File: config.mk
export PLATFORM = sky130hd
export DESIGN_NAME = ifetch_block
export DESIGN_NICKNAME = d
export VERILOG_FILES = /design/src/rtl/ifetch_block.sv
export SDC_FILE = /design/constraint.sdc
export NUM_CORES = 1
export LEC_CHECK = 0
export ABC_AREA = 1
export CAP_MARGIN = 25
export CORE_ASPECT_RATIO = 1.2
export CORE_UTILIZATION = 30
export CTS_BUF_LIST = sky130_fd_sc_hd__clkbuf_4
export CTS_CLUSTER_SIZE = 40
export DETAILED_ROUTE_END_ITERATION = 8
export GPL_ROUTABILITY_DRIVEN = 0
export PLACE_DENSITY = 0.63
export SYNTH_ARGS = -nofsm -noshare
export SYNTH_HDL_FRONTEND = slang
export SYNTH_SLANG_ARGS = --single-unit
File: constraint.sdc
create_clock -name clk -period 3.8 [get_ports clk]
set_input_delay 1.14 -clock clk [delete_from_list [all_inputs] [get_ports clk]]
set_output_delay 1.14 -clock clk [all_outputs]
set_load 0.05 [all_outputs]
File: src/rtl/ifetch_block.sv
// Single-issue instruction fetch stage: one word per cycle from a combinational
// instruction memory, with NOP insertion for loads, jumps and conditional branches.
module ifetch_block #(
   parameter int BR_TIMEOUT = 8
) (
   input  logic        clk,
   input  logic        reset,
   input  logic        stall,
   output logic [9:0]  imem_addr,
   input  logic [31:0] imem_data,
   input  logic        br_resolve,
   input  logic        br_taken,
   input  logic [9:0]  br_target,
   output logic [31:0] ins,
   output logic        ins_valid,
   output logic [9:0]  pc_out,
   output logic [15:0] issue_cnt,
   output logic        br_timeout,
   output logic [1:0]  dbg_state
);

   // br_resolve is a single-cycle pulse; br_taken and br_target are only
   // meaningful in that cycle, and only while the FSM sits in BR_WAIT.

   localparam int WCW = (BR_TIMEOUT > 1) ? $clog2(BR_TIMEOUT) : 1;
   localparam logic [WCW-1:0] WAIT_LAST = WCW'(BR_TIMEOUT - 1);

   typedef enum logic [1:0] {
      RUN        = 2'd0,
      LD_BUBBLE  = 2'd1,
      JMP_BUBBLE = 2'd2,
      BR_WAIT    = 2'd3
   } state_t;

   state_t          state_q;
   logic [9:0]      pc_q;
   logic [31:0]     ins_q;
   logic            ins_valid_q;
   logic [9:0]      pc_out_q;
   logic [15:0]     issue_cnt_q;
   logic            br_timeout_q;
   logic [WCW-1:0]  wait_cnt_q;

   logic [5:0]      opcode_d;
   logic            is_ld_d;
   logic            is_jmp_d;
   logic            is_cj_d;
   logic [9:0]      pc_inc_d;

   assign opcode_d = imem_data[31:26];
   assign is_ld_d  = (opcode_d == 6'b010100);
   assign is_jmp_d = (opcode_d == 6'b011000);
   assign is_cj_d  = (opcode_d[5:2] == 4'b0111);
   assign pc_inc_d = pc_q + 10'd1;

   always_ff @(posedge clk or posedge reset) begin
      if (reset) begin
         state_q      <= RUN;
         pc_q         <= '0;
         ins_q        <= '0;
         ins_valid_q  <= 1'b0;
         pc_out_q     <= '0;
         issue_cnt_q  <= '0;
         br_timeout_q <= 1'b0;
         wait_cnt_q   <= '0;
      end else begin
         case (state_q)
            RUN: begin
               if (!stall) begin
                  ins_q       <= imem_data;
                  ins_valid_q <= 1'b1;
                  pc_out_q    <= pc_q;
                  issue_cnt_q <= issue_cnt_q + 16'd1;
                  if (is_jmp_d) begin
                     pc_q    <= imem_data[9:0];
                     state_q <= JMP_BUBBLE;
                  end else if (is_cj_d) begin
                     pc_q       <= pc_inc_d;
                     wait_cnt_q <= '0;
                     state_q    <= BR_WAIT;
                  end else begin
                     pc_q <= pc_inc_d;
                     if (is_ld_d) state_q <= LD_BUBBLE;
                  end
               end
            end
            LD_BUBBLE, JMP_BUBBLE: begin
               if (!stall) begin
                  ins_q       <= '0;
                  ins_valid_q <= 1'b0;
                  state_q     <= RUN;
               end
            end
            BR_WAIT: begin
               // The decode stage sees NOPs here even under stall so the
               // branch wait budget keeps running.
               ins_q       <= '0;
               ins_valid_q <= 1'b0;
               if (br_resolve) begin
                  if (br_taken) pc_q <= br_target;
                  state_q <= RUN;
               end else if (wait_cnt_q == WAIT_LAST) begin
                  br_timeout_q <= 1'b1;
                  state_q      <= RUN;
               end else begin
                  wait_cnt_q <= wait_cnt_q + 1'b1;
               end
            end
            default: state_q <= RUN;
         endcase
      end
   end

   assign imem_addr  = pc_q;
   assign ins        = ins_q;
   assign ins_valid  = ins_valid_q;
   assign pc_out     = pc_out_q;
   assign issue_cnt  = issue_cnt_q;
   assign br_timeout = br_timeout_q;
   assign dbg_state  = state_q;

endmodule

# Word level (Yosys, flattened, before mapping)
# Cells that the tools add are included.
[op_classes]
mux = 25
reduce_logical = 9
eq_ne = 17
bitwise_logic = 2
n_addsub = 3
[op_table]
columns = ["op", "n"]
rows = [
  ["$pmux W32 S3", 1],
  ["$mux W32", 2],
  ["$mux W10", 4],
  ["$pmux W10 S2", 1],
  ["$add A16 B1 Y16 const B", 1],
  ["$ne A2 B2 Y1 const B", 8],
  ["$mux W3", 5],
  ["$mux W2", 7],
  ["$eq A6 B5 Y1 const B", 2],
  ["$add A10 B1 Y10 const B", 1],
  ["$reduce_and A4 Y1", 2],
  ["$pmux W2 S3", 1],
  ["$pmux W3 S2", 1],
  ["$reduce_and A6 Y1", 1],
  ["$eq A2 B2 Y1 const B", 2],
  ["$eq A4 B3 Y1 const B", 1],
  ["$ne A4 B4 Y1 const B", 1],
  ["$reduce_and A2 Y1", 2],
  ["$add A3 B1 Y3 const B", 1],
  ["$eq A3 B3 Y1 const B", 1],
  ["$ne A3 B3 Y1 const B", 1],
  ["$pmux W1 S3", 1],
  ["$reduce_and A3 Y1", 1],
  ["$eq A2 B1 Y1 const B", 1],
  ["5 further kinds", 7],
]
[word_totals]
elab_cells = 64
register_bits = 75

# Longest topological paths before layout
# Gate-level depths: netlist (run 1).
[depth]
ltp_word = 6
ltp_mapped = 10
depth_no_buf = 10

# Worst setup path after synthesis (run 1)
# Ideal clock, no wire load.
[synth_timing]
path_kind = "input to register"
start = "input imem_data[26]"
end = "register pc_q[0], in the netlist imem_addr[0]"
setup_ns = 0.123
required_ns = 3.677
arrival_ns = 1.912
path_buffers = 1
path_slack_ns = 1.765
cell_stages = 7
path_cell_list = "nor2_1 nand2_1 nor2_2 buf_4 o21ai_0 o21ai_0 nand2_1"
[synth_between]
elab_chain_cells = 4
[synth_rtl]
columns = ["element", "line", "text"]
rows = [
  ["start: declaration", "10", "input logic [31:0] imem_data,"],
  ["$eq A6 B5 Y1", "52", "assign is_jmp_d = (opcode_d == 6'b011000);"],
  ["$mux W10", "74", "if (is_jmp_d) begin"],
  ["$mux W10", "69", "if (!stall) begin"],
  ["$pmux W10 S2", "67", "case (state_q)"],
  ["end signal: assignment", "75", "pc_q <= imem_data[9:0];"],
  ["end signal: assignment", "78", "pc_q <= pc_inc_d;"],
  ["end signal: assignment", "82", "pc_q <= pc_inc_d;"],
  ["end: declaration", "36", "logic [9:0] pc_q;"],
]
# No other way between the ends. The select of a mux whose other input is x is not followed.
# A chain may end at the register's enable or synchronous reset.

# Worst setup path in the final report (run 1)
[layout_timing]
start = "register pc_q[5], in the netlist imem_addr[5]"
end = "output imem_addr[5]"
[layout_rtl]
columns = ["element", "line", "text"]
rows = [
  ["end: declaration", "9", "output logic [9:0] imem_addr,"],
]
# No word-level cell between the ends.

==> results of run 1 <==
==> cells in the mapped netlist, drive strengths merged <==
cell / number
nand4: 2
a21o: 1
clkbuf: 2
nand2: 128
xnor2: 5
nand3: 19
nor2: 40
xor2: 10
nor3: 5
o21ai: 22
or2: 1
inv: 34
a22o: 29
buf: 13
dfrtp: 75
ha: 6
a21oi: 10
==> metal layers <==
layer | wire length, um | share of wire, %
met1 | 4370 | 45
met2 | 4550 | 47
met3 | 638 | 6.6
met4 | 48 | 0.50
met5 | 0 | 0
==> report_power, final <==
part	internal, mW	leakage, nW	switching [mW]
logic	0.714	1.34	1.45
registers	1.04	0.961	0.226
clock network	0.131	0.0554	0.290
==> metrics by stage <==
step	cell area (um2)	instances	hold WS, ns	total power [mW]
2_1_floorplan	3550	402	0.457	2.74
3_3_place_gp	4870	664	0.449	3.44
3_5_place_dp	4870	664	0.460	3.47
4_1_cts	4980	680	0.489	3.90
5_1_grt	4980	680	0.505	4.09
6_report	4980	680	0.480	3.86
==> sequential cells by signal (all words and copies together), names as in the netlist <==
register	flops
issue_cnt	16
ins	32
imem_addr	10
br_timeout	1
wait_cnt_q	3
dbg_state	2
pc_out	10
ins_valid	1
==> cell type report <==
cell class                 count  area [um2]  area share (%)
timing repair buffer         120        1210            24.3
clock buffer                   9        67.6            1.36
sequential                    75        1880            37.7
multi-input combinational    278        1460            29.3
clock inverter                 7        45.0           0.904
tap                          157         196            3.94
inverter                      34         128            2.56
==> logic make-up (layout without fill, tap and decap cells) <==
family | count (synthesis) | count (layout)
buffers and inverters | 49 | 170
and+or+nand+nor | 195 | 195
adders and majority gates | 6 | 6
AOI/OAI and AO/OA | 62 | 62
DFF | 75 | 75
xor gates and xnor gates | 15 | 15
==> how the worst min path moves through the flow <==
stage                               from                        end  slack (ns)
6_report          br_timeout$_DFFE_PP0P_     br_timeout$_DFFE_PP0P_        0.48
5_1_grt           br_timeout$_DFFE_PP0P_     br_timeout$_DFFE_PP0P_        0.50
4_1_cts           br_timeout$_DFFE_PP0P_     br_timeout$_DFFE_PP0P_        0.49
3_5_place_dp      br_timeout$_DFFE_PP0P_     br_timeout$_DFFE_PP0P_        0.46
3_3_place_gp      br_timeout$_DFFE_PP0P_     br_timeout$_DFFE_PP0P_        0.45
2_1_floorplan  wait_cnt_q[1]$_DFFE_PP0P_  wait_cnt_q[1]$_DFFE_PP0P_        0.46
==> cell usage in the layout (no fill, tap or decap), types with 10 or more instances in the layout <==
cell,Yosys,final
a21oi_1,10,10
nand3_1,19,19
dfrtp_1,75,75
nor2_1,33,33
o21ai_0,21,21
xor2_1,10,10
nand2_1,125,125
a22o_1,29,29
clkdlybuf4s50_1,0,118
inv_1,29,28
==> worst register-to-register path: cells and delay by family, from the launching register on <==
family                     cells  cell delay, ns
buffers and inverters          3            0.85
DFF                            1            0.45
and+or+nand+nor                1            0.25
AOI/OAI and AO/OA              1            0.17
adders and majority gates      1            0.33
==> flow_summary.toml, run 1 <==
[layout]
synthToLayoutAreaGrowth_pct = 40.3
post-route-util_pct = 43.1
drive_gt1_share_pct = 6.88
n_fill_cell = 1155
num_antenna_cells = 0
fin_nets = 571

[clock_tree]
holdBufCountCts = 0
clk_pin_slew_ns = 0.13
numCtsBuffers = 9
tritoncts = "yes"
post_cts_buffers = 0
root_buffer = "clkbuf_4"
htreeDepth = 3
clockBufferDepth = 2
cts.sinks = 75
cts-resized-gates = 0
clk_latency_ns = 0.41

[timing]
tns_ns = 0
slew_violations = 0
rsz0062_at_grt = "no"
fmax_mhz = 337
setup_viol = 0
worst_pin_slew_ns = 0.665
fin_crit_sh_pct = 78.2
period_minus_slack_ns = 2.97
setup_slack_ns = 0.829
clock_skew_ns = 0.0136
maxSlewHeadroom_pct = 55.6
hold_viol_final = 0

[die]
io_pins = 119
dieHeight_um = 121
initial_core_util_pct = 30.7
die-area_mm2 = 0.0123
rows = 43
core_mm2 = 0.0116
die_x_um = 101

[yosys]
netlist.area_leader.share_pct = 52.8
syn-cell-area_mm2 = 0.00355
ys_warn_count = 0
syn_area_per_cell_um2 = 8.84
ys_seq_area_share_pct = 52.8
synth.distinct_cells = 26
synth_area_leader_cell = "dfrtp_1"
yosys.area_share.simple_pct = 23.4
synthTopCellsByArea = "dfrtp_1 53%, nand2_1 13%, a22o_1 7.2%"
synth_xor_area_share_pct = 3.70
synth_compound_area_share_pct = 12.0
syn_inst = 402
syn_nets = 455
synthAdderAreaFrac_pct = 2.11
synth-seq-cells = 75
synth_top_family_by_area = "simple AND/OR/NAND/NOR gates"
synthMuxAreaShare_pct = 0

[worst_setup_path]
cp.required_ns = 2.66
path_cells = "clkdlybuf4s50_1"
cpPeakStageDelay_ns = 0.87
rr_worst_depth = 6
startpoint = "imem_addr[5]$_DFFE_PP0P_"
worst-path-buf-inv = 1
endpoint_kind = "primary output"
crit_fanout = 10
startpoint_type = "register"
path_depth = 1
r2r_slack_ns = 1.71
reg2reg_to = "ins[11]$_DFFE_PP0P_"
slowest_stage = "clkdlybuf4s50_1"
arrival_ns = 1.83
endpoint = "imem_addr[5]"
timing.rr.start = "dbg_state[0]$_DFFE_PP0P_"
path_class = "reg -> out"
critPathTopFamily = "buffers and inverters"

[detailed_routing]
first_pass_iters = 4
vias = 3119
drtIter0Drc = 128
drc = 0
final_antenna_net_count = 0
wirelength_um = 9610
avgRoutedWirePerCell_um = 14.1
viasPerCell = 4.59

[grt]
grt_overflow = 0
grt.total_usage_pct = 16.3
met3_usage_pct = 3.23
grt_pass1_vias = 3128
met2_usage_pct = 27.6
grt_pass1_wl_um = 15300
antenna_found_initial = 0
grt_use_met1_pct = 20.5
busiest_layer = "met2"
grt_start_max_net_pins = 76

[min_path]
hold_path_depth = 1
hold_path_class = "reg -> reg"

[placement]
io_buffers = 118
hpwl_um = 6970
dp_slack_ns = 0.859

[power]
p_leak_nw = 2.35
peakVddDrop_v = 0.000335
power_density_mw_per_mm2 = 774

[outcome]
status = "finished clean"

[flow_run]
maxCapViolCount = 0
Note: power is estimated with default switching activity, not from simulation.
==> run 2, diff against run 1 <==
clock period = 3 ns   (was 3.8 ns; I/O delays follow)
==> run 2 against run 1 <==
Clock power is 40% higher. Cell count up 0.29%. Hold slack lost 0.00080 ns. Via count increased by 1.3%. Register-to-register slack worse by 0.77 ns. Global-route usage down 0.099 points. Critical endpoint unchanged.
==> flow_summary.toml, run 2 (synthesis gave the netlist of run 1 again) <==
[outcome]
status = "finished clean"

[timing]
maxSlewHeadroom_pct = 58.7
setup_viol = 0
fmax_mhz = 367
fin_crit_sh_pct = 90.8
period_minus_slack_ns = 2.72
tns_ns = 0
rsz0062_at_grt = "no"
clock_skew_ns = 0.0154
worst_pin_slew_ns = 0.620
slew_violations = 0
hold_viol_final = 0
setup_slack_ns = 0.275

[detailed_routing]
avgRoutedWirePerCell_um = 14.1
vias = 3161
wirelength_um = 9600
first_pass_iters = 4
viasPerCell = 4.63
drtIter0Drc = 128
drc = 0
final_antenna_net_count = 0

[die]
io_pins = 119
core_mm2 = 0.0116
rows = 43
die_x_um = 101
dieHeight_um = 121
die-area_mm2 = 0.0123
initial_core_util_pct = 30.7

[placement]
hpwl_um = 7120
io_buffers = 118
dp_slack_ns = 0.531
placed_cell_area_mm2 = 0.00491
dp.cells = 667

[power]
peakVddDrop_v = 0.000451
power_switching_share_pct = 49.5
cellInternalPower_mw = 2.51
pwr-share-clk_pct = 11.8
seq_power_share_pct = 32.0
p_leak_nw = 2.39
power_density_mw_per_mm2 = 990
finalPower_mw = 4.98
switchingPower_mw = 2.47
p_comb_share_pct = 56.1

[layout]
num_antenna_cells = 0
n_fill_cell = 1166
finalInstanceArea_mm2 = 0.00503
drive_gt1_share_pct = 7.05
layout_commonest_cell = "nand2_1"
final_cell_mix = "125 x nand2_1, 118 x clkdlybuf4s50_1, 75 x dfrtp_1"
largest_reg_flops = 32
fin_nets = 574
fin_cells = 682
synthToLayoutAreaGrowth_pct = 41.6

[clock_tree]
clk_pin_slew_ns = 0.11
cts.sinks = 75
htreeDepth = 3
numCtsBuffers = 9
clk_latency_ns = 0.41
tritoncts = "yes"
holdBufCountCts = 0
clockBufferDepth = 2
post_cts_buffers = 0
cts-resized-gates = 0
root_buffer = "clkbuf_4"

[worst_setup_path]
worst-path-buf-inv = 1
slowest_stage = "clkdlybuf4s50_1"
crit_fanout = 10
cpPeakStageDelay_ns = 0.87
startpoint_type = "register"
rr_worst_depth = 4
path_class = "reg -> out"
critPathTopFamily = "buffers and inverters"
cp.required_ns = 2.10
arrival_ns = 1.82
endpoint_kind = "primary output"
path_cells = "clkdlybuf4s50_1"
path_depth = 1

[grt]
grt.total_usage_pct = 16.2
grt_overflow = 0
grt_use_met1_pct = 19.9
met3_usage_pct = 4.55
busiest_layer = "met2"
grt_pass1_wl_um = 15100
met2_usage_pct = 27.2
grt_start_max_net_pins = 76
grt_pass1_vias = 3131
antenna_found_initial = 0

[min_path]
hold_path_class = "reg -> reg"
hold_path_depth = 1

[flow_run]
maxCapViolCount = 0
[run 2: changes by cell type in the layout (fill, tap and decap cells not counted), sizes merged]
cell	before	now
bufinv	0	1
clkinv	4	3
clkbuf	9	11
clkinvlp	3	0
buf	2	5
[run 2: final cells by class]
class	count	area, um2	share of cell area [%]
Multi-Input combinational cell	278	1460	29.0
Timing Repair Buffer	123	1240	24.7
Tap cell	157	196	3.90
Sequential cell	75	1880	37.3
Inverter	34	128	2.54
Clock inverter	4	42.5	0.846
Clock buffer	11	82.6	1.64
[run 2: metal layers]
| layer | up-vias | share of wire (%) |
|---|---|---|
| met4 | 0 | 1.3 |
| met5 | - | 0 |
| met2 | 98 | 48 |
| li1 | 1540 | - |
| met1 | 1514 | 45 |
| met3 | 9 | 5.5 |
[run 2: power by group through the flow]
stage          registers [mW]  logic, mW  clock network [mW]
3_5_place_dp             1.62       2.81                   0
6_report                 1.60       2.80               0.589
5_1_grt                  1.64       2.99               0.654
3_3_place_gp             1.61       2.77                   0
4_1_cts                  1.60       2.82               0.612
2_1_floorplan            2.64      0.825                   0
[run 2: final timing paths]
check	from	endpoint	slack, ns
max in group asynchronous	reset	br_timeout$_DFFE_PP0P_	1.79
min in group asynchronous	reset	ins[7]$_DFFE_PP0P_	0.89
hold reg to reg	br_timeout$_DFFE_PP0P_	br_timeout$_DFFE_PP0P_	0.48
hold / removal	br_timeout$_DFFE_PP0P_	br_timeout$_DFFE_PP0P_	0.48
setup / recovery	imem_addr[5]$_DFFE_PP0P_	imem_addr[5]	0.28
setup reg to reg	dbg_state[0]$_DFFE_PP0P_	wait_cnt_q[0]$_DFFE_PP0P_	0.94
[run 2: through the flow]
stage	utilization (%)	hold WS [ns]
floorplan	-	0.457
global placement	42.4	0.448
detailed placement	42.4	0.465
CTS	43.5	0.490
global route	43.5	0.502
finish	43.5	0.480
